$ cat config.mk
export PLATFORM = sky130hd
export DESIGN_NAME = if_stage_pipe_flat
export DESIGN_NICKNAME = d
export VERILOG_FILES = /design/src/rtl/core_pkg.sv /design/src/rtl/if_stage_pipe_if.sv /design/src/rtl/if_id_reg.sv /design/src/rtl/if_stage_pipe.sv /design/src/flat_wrapper.sv
export SDC_FILE = /design/constraint.sdc
export NUM_CORES = 1
export LEC_CHECK = 0
export CAP_MARGIN = 40
export CORE_MARGIN = 2
export CORE_UTILIZATION = 45
export CTS_CLUSTER_DIAMETER = 120
export DETAILED_ROUTE_END_ITERATION = 10
export DONT_BUFFER_PORTS = 1
export MAX_ROUTING_LAYER = met4
export PLACE_DENSITY_LB_ADDON = 0.25
export SYNTH_ARGS = -nofsm -noshare
export SYNTH_HDL_FRONTEND = slang
export SYNTH_SLANG_ARGS = --single-unit
$ cat constraint.sdc
create_clock -name clk -period 2.9 [get_ports clk]
set_input_delay 0.58 -clock clk [delete_from_list [all_inputs] [get_ports clk]]
set_output_delay 0.58 -clock clk [all_outputs]
set_load 0.02 [all_outputs]
$ cat src/rtl/core_pkg.sv
// Shared definitions for the core pipeline.
// Holds the fetch-stage state encodings, the pipeline bubble constants and
// the default address width / reset PC used by the stage modules.
package core_pkg;

    localparam int unsigned DEF_ADDR_W   = 32;
    localparam logic [31:0] DEF_RESET_PC = 32'h0000_0000;

    // A bubble carries a zero instruction word and a cleared valid bit.
    localparam logic [31:0] NOP_INSTR    = 32'h0000_0000;
    localparam logic        BUBBLE_VALID = 1'b0;

    // Encodings are visible on the fetch_state debug port; keep them fixed.
    typedef enum logic [1:0] {
        StFetch    = 2'd0,
        StStall    = 2'd1,
        StRedirect = 2'd2
    } fetch_state_e;

endpackage

$ cat src/rtl/if_stage_pipe_if.sv
// Fetch-stage bus bundle.
// Groups the hazard/redirect controls, the instruction-memory read port and
// the IF/ID register outputs.
//   slave  : the fetch stage (consumes controls + imem data, drives addr/IF-ID)
//   master : the surrounding core / testbench
interface if_stage_pipe_if #(
    parameter int unsigned ADDR_W = 32
);
    logic              hazard;
    logic              branch_taken;
    logic [ADDR_W-1:0] branch_addr;
    logic [ADDR_W-1:0] imem_addr;
    logic [ADDR_W-1:0] imem_rdata;
    logic [ADDR_W-1:0] if_id_pc;
    logic [ADDR_W-1:0] if_id_instr;
    logic              if_id_valid;

    modport slave (
        input  hazard, branch_taken, branch_addr, imem_rdata,
        output imem_addr, if_id_pc, if_id_instr, if_id_valid
    );

    modport master (
        output hazard, branch_taken, branch_addr, imem_rdata,
        input  imem_addr, if_id_pc, if_id_instr, if_id_valid
    );
endinterface

$ cat src/rtl/if_id_reg.sv
// Generic pipeline register carrying pc/instr/valid between two stages.
// Ports:
//   clk, rst           clock, async active-low reset
//   freeze             hold current contents
//   flush              load a bubble (wins over freeze)
//   pc_in, instr_in    values captured on a normal advance (valid set to 1)
//   pc_out, instr_out, valid_out  registered contents
module if_id_reg
    import core_pkg::*;
#(
    parameter int unsigned ADDR_W = DEF_ADDR_W
) (
    input  logic              clk,
    input  logic              rst,
    input  logic              freeze,
    input  logic              flush,
    input  logic [ADDR_W-1:0] pc_in,
    input  logic [ADDR_W-1:0] instr_in,
    output logic [ADDR_W-1:0] pc_out,
    output logic [ADDR_W-1:0] instr_out,
    output logic              valid_out
);

    logic [ADDR_W-1:0] pc_q, pc_d;
    logic [ADDR_W-1:0] instr_q, instr_d;
    logic              valid_q, valid_d;

    always_comb begin
        pc_d    = pc_q;
        instr_d = instr_q;
        valid_d = valid_q;
        if (flush) begin
            pc_d    = '0;
            instr_d = ADDR_W'(NOP_INSTR);
            valid_d = BUBBLE_VALID;
        end else if (!freeze) begin
            pc_d    = pc_in;
            instr_d = instr_in;
            valid_d = 1'b1;
        end
    end

    always_ff @(posedge clk or negedge rst) begin
        if (!rst) begin
            pc_q    <= '0;
            instr_q <= ADDR_W'(NOP_INSTR);
            valid_q <= BUBBLE_VALID;
        end else begin
            pc_q    <= pc_d;
            instr_q <= instr_d;
            valid_q <= valid_d;
        end
    end

    assign pc_out    = pc_q;
    assign instr_out = instr_q;
    assign valid_out = valid_q;

endmodule

$ cat src/rtl/if_stage_pipe.sv
// Instruction-fetch stage with IF/ID pipeline register.
// Owns the PC, drives the instruction-memory address and captures the fetched
// word plus PC+STEP into IF/ID. Priority per edge: branch_taken > hazard > fetch.
// Ports:
//   clk, rst     clock, async active-low reset
//   fetch_bus    hazard/branch controls, imem port and IF/ID outputs
//   fetch_state  last edge's action (FETCH/STALL/REDIRECT), debug
//   stall_count  saturating count of frozen cycles, debug
module if_stage_pipe
    import core_pkg::*;
#(
    parameter int unsigned       ADDR_W   = DEF_ADDR_W,
    parameter logic [ADDR_W-1:0] RESET_PC = ADDR_W'(DEF_RESET_PC),
    parameter int unsigned       PC_STEP  = 4,
    parameter int unsigned       CNT_W    = 16
) (
    input  logic             clk,
    input  logic             rst,
    if_stage_pipe_if.slave   fetch_bus,
    output logic [1:0]       fetch_state,
    output logic [CNT_W-1:0] stall_count
);

    logic [ADDR_W-1:0] pc_q, pc_d, pc_inc;
    fetch_state_e      state_q, state_d;
    logic [CNT_W-1:0]  stall_cnt_q, stall_cnt_d;

    // Wraps modulo 2^ADDR_W by design.
    assign pc_inc = pc_q + ADDR_W'(PC_STEP);

    // Next state depends only on this edge's inputs, never on state_q, so the
    // unused encoding 2'd3 simply behaves like FETCH.
    always_comb begin
        pc_d        = pc_q;
        state_d     = StFetch;
        stall_cnt_d = stall_cnt_q;
        if (fetch_bus.branch_taken) begin
            pc_d    = fetch_bus.branch_addr;
            state_d = StRedirect;
        end else if (fetch_bus.hazard) begin
            state_d = StStall;
            if (stall_cnt_q != {CNT_W{1'b1}}) begin
                stall_cnt_d = stall_cnt_q + CNT_W'(1);
            end
        end else begin
            pc_d = pc_inc;
        end
    end

    always_ff @(posedge clk or negedge rst) begin
        if (!rst) begin
            pc_q        <= RESET_PC;
            state_q     <= StFetch;
            stall_cnt_q <= '0;
        end else begin
            pc_q        <= pc_d;
            state_q     <= state_d;
            stall_cnt_q <= stall_cnt_d;
        end
    end

    // flush outranks freeze inside the register, matching branch > hazard.
    if_id_reg #(
        .ADDR_W (ADDR_W)
    ) u_if_id_reg (
        .clk       (clk),
        .rst       (rst),
        .freeze    (fetch_bus.hazard),
        .flush     (fetch_bus.branch_taken),
        .pc_in     (pc_inc),
        .instr_in  (fetch_bus.imem_rdata),
        .pc_out    (fetch_bus.if_id_pc),
        .instr_out (fetch_bus.if_id_instr),
        .valid_out (fetch_bus.if_id_valid)
    );

    assign fetch_bus.imem_addr = pc_q;
    assign fetch_state         = state_q;
    assign stall_count         = stall_cnt_q;

endmodule

$ cat src/flat_wrapper.sv
// flat-port wrapper written by rule: the top's interface ports become plain ports
module if_stage_pipe_flat import core_pkg::*;
#(
    parameter int unsigned       ADDR_W   = DEF_ADDR_W,
    parameter logic [ADDR_W-1:0] RESET_PC = ADDR_W'(DEF_RESET_PC),
    parameter int unsigned       PC_STEP  = 4,
    parameter int unsigned       CNT_W    = 16
)
  (clk, rst, fetch_state, stall_count, fetch_bus_hazard, fetch_bus_branch_taken, fetch_bus_branch_addr, fetch_bus_imem_rdata, fetch_bus_imem_addr, fetch_bus_if_id_pc, fetch_bus_if_id_instr, fetch_bus_if_id_valid);
  if_stage_pipe_if #(.ADDR_W(ADDR_W)) fetch_bus_i ();
  input  logic clk;
  input  logic rst;
  output logic [1:0] fetch_state;
  output logic [CNT_W-1:0] stall_count;
  input wire logic [$bits(fetch_bus_i.hazard)-1:0] fetch_bus_hazard;
  input wire logic [$bits(fetch_bus_i.branch_taken)-1:0] fetch_bus_branch_taken;
  input wire logic [$bits(fetch_bus_i.branch_addr)-1:0] fetch_bus_branch_addr;
  input wire logic [$bits(fetch_bus_i.imem_rdata)-1:0] fetch_bus_imem_rdata;
  output wire logic [$bits(fetch_bus_i.imem_addr)-1:0] fetch_bus_imem_addr;
  output wire logic [$bits(fetch_bus_i.if_id_pc)-1:0] fetch_bus_if_id_pc;
  output wire logic [$bits(fetch_bus_i.if_id_instr)-1:0] fetch_bus_if_id_instr;
  output wire logic [$bits(fetch_bus_i.if_id_valid)-1:0] fetch_bus_if_id_valid;
  assign fetch_bus_i.hazard = fetch_bus_hazard;
  assign fetch_bus_i.branch_taken = fetch_bus_branch_taken;
  assign fetch_bus_i.branch_addr = fetch_bus_branch_addr;
  assign fetch_bus_i.imem_rdata = fetch_bus_imem_rdata;
  assign fetch_bus_imem_addr = fetch_bus_i.imem_addr;
  assign fetch_bus_if_id_pc = fetch_bus_i.if_id_pc;
  assign fetch_bus_if_id_instr = fetch_bus_i.if_id_instr;
  assign fetch_bus_if_id_valid = fetch_bus_i.if_id_valid;
  if_stage_pipe #(.ADDR_W(ADDR_W), .RESET_PC(RESET_PC), .PC_STEP(PC_STEP), .CNT_W(CNT_W)) u_core (.clk(clk), .rst(rst), .fetch_bus(fetch_bus_i), .fetch_state(fetch_state), .stall_count(stall_count));
endmodule
# Yosys cells after proc, flatten, opt, wreduce, memory -nomap -nowiden
# Cells that the tools add are included.
# W data, S select, Z words.
word_totals:
  reg_bits: 115
  latchBits: 0
  ramBits: 0
  mem_bits_ro: 0
  input_bits: 68
  output_inout_bits: 115
  wordCells: 21
  n_memories: 0
op_classes:
  addsub: 2
  n_mul: 0
  n_div: 0
  n_lt_le_gt_ge: 0
  eq_ne: 2
  n_shift: 0
  n_mux: 9
  bitwise: 1
  reduce_logical: 1
ops:
  columns: ["operator", "count"]
  rows:
  - ["$mux W32", 5]
  - ["$add A32 B3 Y32 const B", 1]
  - ["$add A16 B1 Y16 const B", 1]
  - ["$ne A16 B16 Y1 const B", 1]
  - ["$mux W1", 3]
  - ["$reduce_and A3 Y1", 1]
  - ["$mux W2", 1]
  - ["$ne A2 B1 Y1 const B", 1]
  - ["$not A1 Y1", 1]

# Longest topological paths before layout
# Gate-level depths: netlist of the first run.
logic_depth:
  ltp_word: 3
  mapped_depth: 8

# Cells and area by module
# From an unflattened synthesis of the first run, not the netlist that was laid out.
hier_totals:
  cells_unflattened: 552
  hier_area_um2: 5715.5
modules_own_cells:
  columns: ["module", "instances", "cells_per_inst", "area_each_um2", "seq_area_each_um2"]
  rows:
  - ["if_stage_pipe", 1, 343, 3076.7, 1251.2]
  - ["if_id_reg", 1, 209, 2638.8, 1626.6]

# Worst setup path before layout of the first run
# No wires, ideal clock.
synth_timing:
  path_kind: "flip-flop to flip-flop"
  start: "register u_core.pc_q[2], in the netlist u_core.fetch_bus.imem_addr[2]"
  end: "register u_core.u_if_id_reg.pc_q[16], in the netlist u_core.u_if_id_reg.pc_out[16]"
  setup_time_ns: 0.099
  arrival_time_ns: 2.137
  required_time_ns: 2.801
  setup_slack_ns: 0.663
  stages_incl_launch_ff: 7
  n_path_buf: 1
  synth_period_minus_slack_ns: 2.237
  cell_sequence: "dfrtp_1 ha_1 nand3_4 or4_1 buf_2 or3_1 a311oi_1"
synth_between:
  elab_chain_len: 3
synth_rtl:
  columns: ["item", "line_no", "rtl"]
  rows:
  - ["start: declaration", "if_stage_pipe.sv:24", "logic [ADDR_W-1:0] pc_q, pc_d, pc_inc;"]
  - ["start signal: assignment", "if_stage_pipe.sv:56", "pc_q <= pc_d;"]
  - ["$add A32 B3 Y32", "if_stage_pipe.sv:29", "assign pc_inc = pc_q + ADDR_W'(PC_STEP);"]
  - ["$mux W32", "if_id_reg.sv:36", "end else if (!freeze) begin"]
  - ["$mux W32", "if_id_reg.sv:32", "if (flush) begin"]
  - ["end signal: assignment", "if_id_reg.sv:49", "pc_q <= pc_d;"]
  - ["end: declaration", "if_id_reg.sv:24", "logic [ADDR_W-1:0] pc_q, pc_d;"]
# No other way between the ends. The select of a mux whose other input is x is not followed.
# A chain may end at the register's enable or synchronous reset.

# Final worst setup path of the first run
layout_timing:
  start: "register u_core.pc_q[5], in the netlist u_core.fetch_bus.imem_addr[5]"
  end: "register u_core.u_if_id_reg.pc_q[29], in the netlist u_core.u_if_id_reg.pc_out[29]"
# The elaborated chain is that of the path after synthesis.

==> reports/metrics.cfg, run 1 <==
[global_routing]
antenna_found_initial=1
grt_max_degree=116
grt_pass1_wl_um=25200
grt_pass1_vias=4666
grt_usage=0.235
grt_overflow=0

[power]
p_leak_uw=0.00274
power_switching_uw=1310
combPwrFrac=0.075
clkPwrFrac=0.482
power_frac_seq=0.443
powerDensity_mw_per_mm2=735
internal_power_uw=3510
vdd_drop_max_v=0.000422
p_sw_frac=0.272

[timing]
finalSetupViolCount=0
hold_ws_ns=-0.138
finalSetupTns_ns=0
rsz0062_at_grt=no
drv_slew=0
post-route-period-util=0.838
clock.fmax_ghz=0.411
tightest_slew_ns=0.662
skew_ns=0.00669
slew_headroom=0.558
hold_viol_final=115
final.min_clock_period_ns=2.43
setup_slack_ns=0.469

[synthesis]
synth_enable_flop_cells=0
ys_ff_latch=115
syn_avg_cell_area_um2=9.84
synth_top_flop_cell=dfrtp_1
synth_cells=594
synth.distinct_cells=50
async_flop_share=1.00
synth_fp_nets=664
yosysWarnings=0
syn_area_mm2=0.00584
ys_seq_area_frac=0.493

[worst_setup_path]
arrival_ns=2.73
start_kind=flop
endpoint_kind=flop
reg2reg_to=u_core.u_if_id_reg.pc_out[29]
cp_slowest_cell=dfrtp_1
r2r-start=u_core.fetch_bus.imem_addr[5]
cpLargestDelayFamily=simple AND/OR/NAND/NOR gates
reg2reg_depth=4
setup.worst_path.start=u_core.fetch_bus.imem_addr[5]
worstPathCellList=and4_1 > nand2_1 > or4_1 > a311oi_1
r2r_slack_ns=0.47
crit_buf_inv=0
cp_max_fo=14
critPathRequiredTime_ns=3.20
crit_type=flop to flop
cp_slowest_stage_delay_ns=0.65

[clock_tree]
cts-htree-levels=4
clockBufferDepth=2
cts_root_buf=clkbuf_16
cts.sinks=115
cts_buffers=17
tritoncts=done
cts_resized=0
insertion_delay_ns=0.41
clk_pin_slew_ns=0.06

[detailed_routing]
wl_met3_um=1340
wl_met1_um=6650
vias_per_cell=6.08
route.met2.wl_um=7000
num_vias=4622
dr.max_layer_used=met4
wl_um=15300
drtAntennaViolNets=0
drc=0
post_drt_wl_per_cell_um=20.1
first_iter_violations=366
drt_first_pass_iters=5

[outcome]
run_status=complete, but fails checks
violations=hold timing

[place]
place_ws_ns=0.510
place_area_mm2=0.00591
io_buffers=0
dp_hpwl_um=10300
place_congestion=0.869

[die]
core_mm2=0.0127
dieArea_mm2=0.0139
fp.dieH_um=118
die_w_um=118
design.portCount=183
rows=41
start_util=0.461

[finish]
final_common_cell=dfrtp_1
nets=644
finish.utilization=0.519
final_cell_mix=115 x dfrtp_1, 85 x nor2_1, 40 x nand2_1
area_growth_syn_to_layout_pct=12.4
fin_area_mm2=0.00657
drive_above_1_share=0.0784

[min_path]
hold_class=input pin to asynchronous set/reset pin

[job]
maxCapViolCount=0

-- layout make-up --
cell class	instances	area (um2)
fill	1192	6100
antenna	1	2.50
tap	172	215
inverter	7	26.3
clock buffer	23	478
clock inverter	9	175
sequential	115	2880
timing repair buffer	7	52.6
multi-input combinational	426	2740
-- worst max-delay path by stage --
stage,endpoint,slack (ns),cells past startpoint
finish,u_core.u_if_id_reg.pc_out[29],0.47,4
detailed placement,u_core.u_if_id_reg.pc_out[29],0.51,4
global placement,u_core.u_if_id_reg.pc_out[26],0.65,4
global route,u_core.u_if_id_reg.pc_out[29],0.36,4
CTS,u_core.u_if_id_reg.pc_out[29],0.50,4
floorplan,u_core.u_if_id_reg.pc_out[16],0.66,6
-- layer usage --
layer / GRT usage / vias up
li1: - / 2156
met5: - / -
met1: 0.305 / 2225
met2: 0.337 / 217
met4: 0.0941 / 0
met3: 0.0804 / 24
-- power by group through the flow --
stage / Clock [uW] / Combinational (uW) / Sequential (uW)
5_1_grt: 2450 / 415 / 2170
3_3_place_gp: 0 / 349 / 2160
6_report: 2330 / 361 / 2140
4_1_cts: 2360 / 364 / 2140
2_1_floorplan: 0 / 348 / 2090
3_5_place_dp: 0 / 364 / 2170
-- metrics by stage --
| stage | hold WS [ns] | total power, uW | std cells |
|---|---|---|---|
| floorplan | 0.284 | 2430 | 594 |
| global placement | 0.289 | 2510 | 727 |
| detailed placement | 0.288 | 2530 | 727 |
| CTS | -0.157 | 4870 | 759 |
| global route | -0.160 | 5030 | 760 |
| finish | -0.138 | 4830 | 760 |
-- Yosys cell counts (6+ instances only) --
library cell / instances / area [um2]
nor2_1: 85 / 319
inv_1: 7 / 26.3
a21oi_1: 12 / 60.1
o31ai_1: 18 / 135
buf_1: 9 / 33.8
mux2i_1: 35 / 350
nand2_1: 40 / 150
clkbuf_1: 22 / 82.6
nor3_1: 12 / 60.1
nand4_1: 16 / 100
nand3_1: 20 / 100
xor2_1: 19 / 166
or4_1: 24 / 180
and3_1: 11 / 68.8
a31oi_1: 15 / 93.8
xnor2_1: 15 / 131
dfrtp_1: 115 / 2880
nor2b_1: 6 / 37.5
buf_2: 13 / 65.1
and4_1: 7 / 61.3
o21ai_0: 16 / 80.1
a311oi_1: 13 / 114
a211oi_1: 11 / 82.6
-- sequential cells by signal, summed over array words and instances, names as in the netlist --
register                      cells
u_core.fetch_bus.imem_addr       32
u_core.stall_count               16
u_core.fetch_state                2
u_core.u_if_id_reg.valid_out      1
u_core.u_if_id_reg.pc_out        32
u_core.u_if_id_reg.instr_out     32
-- worst register-to-register path, delay by kind of cell, from the launching register on --
kind / cells / cell delay (ns)
AO/OA/AOI/OAI: 1 / 0.32
AND/OR/NAND/NOR: 3 / 1.35
flip-flops: 1 / 0.65
-- timing repair --
item,CTS,global route
endpoints found under the hold margin,115,115
buffers inserted,0,0
endpoints found under the setup margin,0,0
-- logic make-up (layout without fill, tap and decap cells) --
family,after synthesis,count (layout),share of synthesized area
other,0,1,0
AO/OA/AOI/OAI,108,108,0.130
AND/OR/NAND/NOR,244,244,0.218
adder cells (fa/ha/maj),2,2,0.00428
flip-flops,115,115,0.493
multiplexers,38,38,0.0657
XOR/XNOR,34,34,0.0510
buffers and inverters,53,46,0.0381
Note: power is estimated with default switching activity, not from simulation.
==> run 2, diff against run 1 <==
Clock period 2.9 ns to 2.2 ns, I/O delays scaled along.
==> run 2 against run 1 <==
Effect of this change:
- final cell count rose by 5.4%
- clock skew rose by 0.0021 ns
- routed wire length rose by 4.0%
- die area did not move
- sequential power rose by 26%
- total power rose by 34%
- global-route usage rose by 0.72 points
- critical endpoint is now u_core.u_if_id_reg.pc_out[27]
- design area rose by 5.3%
- the flow still finishes with violations (hold timing)
- via count rose by 5.4%
==> reports/metrics.cfg, run 2 (synthesized netlist as in run 1, its figures left out) <==
[power]
p_leak_uw=0.00296
vdd_drop_max_v=0.000503
powerDensity_mw_per_mm2=934

[detailed_routing]
vias_per_cell=6.08
wl_um=15900
drtAntennaViolNets=0
post_drt_wl_per_cell_um=19.8
drc=0
first_iter_violations=364
num_vias=4870
drt_first_pass_iters=5

[worst_setup_path]
cp_slowest_stage_delay_ns=0.59
worstPathCellList=and4_1 > nand2_1 > or4_1 > a311oi_1
critPathRequiredTime_ns=2.50
crit_type=flop to flop
crit_buf_inv=0
cp_max_fo=14
r2r-start=u_core.fetch_bus.imem_addr[4]
cpLargestDelayFamily=simple AND/OR/NAND/NOR gates
start_kind=flop
reg2reg_to=u_core.u_if_id_reg.pc_out[27]
arrival_ns=2.39
cp_slowest_cell=or4_1
r2r_slack_ns=0.11
reg2reg_depth=4
endpoint_kind=flop

[finish]
fin_area_mm2=0.00692
final_cell_mix=114 x dfrtp_1, 85 x nor2_1, 47 x buf_4
final_common_cell=dfrtp_1
antenna_cells=0
drive_above_1_share=0.146
area_growth_syn_to_layout_pct=18.4
final.fill_count=1160
nets=686

[timing]
drv_slew=0
slew_headroom=0.636
finalSetupTns_ns=0
hold_viol_final=115
post-route-period-util=0.949
hold_ws_ns=-0.271
rsz0062_at_grt=no
tightest_slew_ns=0.546
skew_ns=0.00879
clock.fmax_ghz=0.479
final.min_clock_period_ns=2.09
finalSetupViolCount=0

[clock_tree]
cts.sinks=115
cts-htree-levels=4
cts_root_buf=clkbuf_16
cts_setup_buffers=0
insertion_delay_ns=0.41
clockBufferDepth=2
tritoncts=done
cts_buffers=17
clk_pin_slew_ns=0.06

[die]
rows=41
fp.dieH_um=118
start_util=0.461
dieArea_mm2=0.0139
core_mm2=0.0127
die_w_um=118
design.portCount=183

[global_routing]
grt_usage=0.242
grt_max_degree=116
antenna_found_initial=0
grt_pass1_wl_um=26200
grt_pass1_vias=4853
grt_overflow=0

[outcome]
run_status=complete, but fails checks
violations=hold timing

[job]
maxCapViolCount=0

[place]
dp_hpwl_um=11000
place_area_mm2=0.00626
io_buffers=0
place_congestion=0.898

[min_path]
hold_class=input pin to asynchronous set/reset pin

[run 2: metal layers]
metal  global-route usage  up-vias  share of wire
met5                    -        -              0
met4               0.0761        0          0.012
met3               0.0799       16          0.081
met2                0.366      210           0.47
met1                0.309     2405           0.44
li1                     -     2239              -
[run 2: timing repair]
action / in CTS / in global routing
resized for setup: 0 / 2
setup endpoints to repair: 0 / 2
hold endpoints to repair: 115 / 115
[run 2: stage by stage]
stage,power (uW),instances,setup slack (ns),utilization
floorplan,3210,594,0.0181,-
global placement,3420,769,0.172,0.494
detailed placement,3450,769,0.0936,0.494
CTS,6510,801,0.0801,0.545
global route,6710,801,0.0144,0.546
finish,6460,801,0.112,0.546
[run 2: layout make-up]
| type | count | area [um2] | share of cell area |
|---|---|---|---|
| clock buffers | 22 | 474 | 0.0686 |
| clock inverters | 10 | 178 | 0.0257 |
| inverters | 7 | 26.3 | 0.00380 |
| multi-input cells | 426 | 2750 | 0.398 |
| flip-flops and latches | 115 | 2880 | 0.416 |
| well taps | 172 | 215 | 0.0311 |
| repair buffers | 49 | 393 | 0.0568 |
[run 2: power by group]
part	leakage (uW)	internal, uW	total [uW]	switching [uW]
combinational	0.00117	313	726	413
clock	0.000320	2090	3040	951
sequential	0.00146	2310	2690	382
[run 2: how the worst max path moves through the flow]
stage / start / to / slack [ns] / cells after the start
finish: u_core.fetch_bus.imem_addr[4] / u_core.u_if_id_reg.pc_out[27] / 0.11 / 4
global route: u_core.fetch_bus.imem_addr[3] / u_core.u_if_id_reg.pc_out[28] / 0.01 / 6
CTS: u_core.fetch_bus.imem_addr[3] / u_core.u_if_id_reg.pc_out[16] / 0.08 / 5
detailed placement: u_core.fetch_bus.imem_addr[3] / u_core.u_if_id_reg.pc_out[16] / 0.09 / 5
global placement: u_core.fetch_bus.imem_addr[2] / u_core.fetch_bus.imem_addr[16] / 0.17 / 5
floorplan: u_core.fetch_bus.imem_addr[3] / u_core.u_if_id_reg.pc_out[16] / 0.02 / 6
==> run 3, diff against run 2 <==
Settings changed: CELL_PAD_IN_SITES_DETAIL_PLACEMENT set to 1, CELL_PAD_IN_SITES_GLOBAL_PLACEMENT set to 2, CORE_UTILIZATION 45 to 34, GPL_ROUTABILITY_DRIVEN set to 0.
==> run 3 against run 2 <==
Effect of this change:
- sequential power about the same
- largest power group is now registers
- largest cell class unchanged
- via count unchanged
- sequential share of layout area down 0.16 points
- the flow still finishes with violations (hold timing)
- flip-flop and latch count unchanged
- first-iteration DRC count down 37%
- clock power down 12%
- critical path depth up 1
==> reports/metrics.cfg, run 3 (synthesized netlist as in run 1, its figures left out) <==
[outcome]
run_status=complete, but fails checks
violations=hold timing

[worst_setup_path]
worstPathCellList=ha_4 > and4b_1 > or4b_4 > or4_1 > a31oi_1
reg2reg_to=u_core.fetch_bus.imem_addr[26]
reg2reg_depth=5
cpLargestDelayFamily=simple AND/OR/NAND/NOR gates
endpoint_kind=flop
cp_slowest_stage_delay_ns=0.51
critPathRequiredTime_ns=2.53
crit_type=flop to flop
arrival_ns=2.39
cp_slowest_cell=or4b_4
crit_buf_inv=0
start_kind=flop
cp_max_fo=6
r2r_slack_ns=0.14
r2r-start=u_core.fetch_bus.imem_addr[2]

[die]
fp.dieH_um=135
core_mm2=0.0167
die_w_um=135
start_util=0.350
design.portCount=183
rows=47
dieArea_mm2=0.0183

[global_routing]
grt_usage=0.211
grt_pass1_wl_um=29200
grt_pass1_vias=5180
grt_overflow=0
antenna_found_initial=2
grt_max_degree=116

[clock_tree]
clockBufferDepth=2
clk_pin_slew_ns=0.06
cts-htree-levels=4
tritoncts=done
insertion_delay_ns=0.41
cts_setup_buffers=0
cts.sinks=115
cts_root_buf=clkbuf_16
cts_buffers=17

[power]
clkPwrFrac=0.438
power_frac_seq=0.441
p_sw_frac=0.300
powerDensity_mw_per_mm2=882
combPwrFrac=0.121
p_leak_uw=0.00293
finalPower_uw=6120
internal_power_uw=4290
power_switching_uw=1830
vdd_drop_max_v=0.000499

[timing]
clock.fmax_ghz=0.485
slew_headroom=0.643
post-route-period-util=0.936
final.min_clock_period_ns=2.06
skew_ns=0.00942
finalSetupViolCount=0
finalSetupTns_ns=0
rsz0062_at_grt=no
drv_slew=0
hold_viol_final=115
tightest_slew_ns=0.535
hold_ws_ns=-0.278

[finish]
final_cell_mix=114 x dfrtp_1, 85 x nor2_1, 49 x buf_4
area_growth_syn_to_layout_pct=18.8
fin_cells=853
drive_above_1_share=0.152
final_common_cell=dfrtp_1
nets=689
final.fill_count=1896

[place]
dp.cells=820
dp_hpwl_um=12700
io_buffers=0

[detailed_routing]
vias_per_cell=5.71
first_iter_violations=231
drc=0
drtAntennaViolNets=0
drt_first_pass_iters=4
wl_um=18300
num_vias=4870
post_drt_wl_per_cell_um=21.5

[job]
maxCapViolCount=0

[min_path]
hold_class=input pin to asynchronous set/reset pin

-- run 3: changes by cell type in the layout (fill, tap and decap cells not counted), moves of 2 or more --
cell | before | now
clkinvlp_4 | 1 | 3
clkbuf_8 | 3 | 0
buf_4 | 47 | 49
clkinv_4 | 0 | 3
diode_2 | 0 | 2
bufinv_16 | 5 | 2
-- run 3: per-stage QoR --
stage | area, um2 | setup slack [ns] | hold slack [ns] | utilization
2_1_floorplan | 5850 | 0.0181 | 0.144 | -
3_3_place_gp | 6350 | 0.157 | 0.149 | 0.380
3_5_place_dp | 6350 | 0.0975 | 0.148 | 0.380
4_1_cts | 6920 | 0.0745 | -0.294 | 0.414
5_1_grt | 6940 | 0.0435 | -0.304 | 0.416
6_report | 6940 | 0.140 | -0.278 | 0.416
-- run 3: timing repair --
item	4_1_cts	5_1_grt
resized for setup	0	3
hold endpoints to repair	115	115
setup endpoints to repair	0	5
-- run 3: worst max-delay path by stage --
stage / slack (ns) / cells past startpoint / startpoint / to
final: 0.14 / 5 / u_core.fetch_bus.imem_addr[2] / u_core.fetch_bus.imem_addr[26]
after global routing: 0.04 / 5 / u_core.fetch_bus.imem_addr[3] / u_core.fetch_bus.imem_addr[26]
after CTS: 0.07 / 5 / u_core.fetch_bus.imem_addr[2] / u_core.u_if_id_reg.pc_out[16]
after detailed placement: 0.1 / 5 / u_core.fetch_bus.imem_addr[2] / u_core.u_if_id_reg.pc_out[16]
after global placement: 0.16 / 5 / u_core.fetch_bus.imem_addr[2] / u_core.fetch_bus.imem_addr[28]
after floorplan: 0.02 / 6 / u_core.fetch_bus.imem_addr[3] / u_core.u_if_id_reg.pc_out[16]
-- run 3: layer usage --
metal | part of all wire | vias up | track usage
li1 | - | 2242 | -
met1 | 0.44 | 2472 | 0.271
met2 | 0.48 | 140 | 0.325
met3 | 0.067 | 16 | 0.0664
met4 | 0.013 | 0 | 0.0573
met5 | 0 | - | -
-- run 3: layout make-up --
cell class	count	area, um2	area share
Multi-Input combinational cell	426	2760	0.398
Sequential cell	115	2880	0.415
Tap cell	220	275	0.0397
Clock inverter	13	138	0.0198
Inverter	7	26.3	0.00379
Timing Repair Buffer	52	428	0.0616
Clock buffer	18	429	0.0618
Antenna cell	2	5.00	0.000721
-- run 3: worst reg2reg max path, cell delays in order (launching register included) --
cell and delay (ns):
dfrtp_2 0.43, ha_4 0.19, and4b_1 0.25, or4b_4 0.51
or4_1 0.42, a31oi_1 0.17
-- run 3: power by group through the flow --
stage | Sequential, uW | Combinational (uW) | Clock, uW
4_1_cts | 2700 | 746 | 2750
2_1_floorplan | 2750 | 459 | 0
6_report | 2700 | 741 | 2680
5_1_grt | 2730 | 819 | 2850
3_3_place_gp | 2730 | 724 | 0
3_5_place_dp | 2740 | 740 | 0
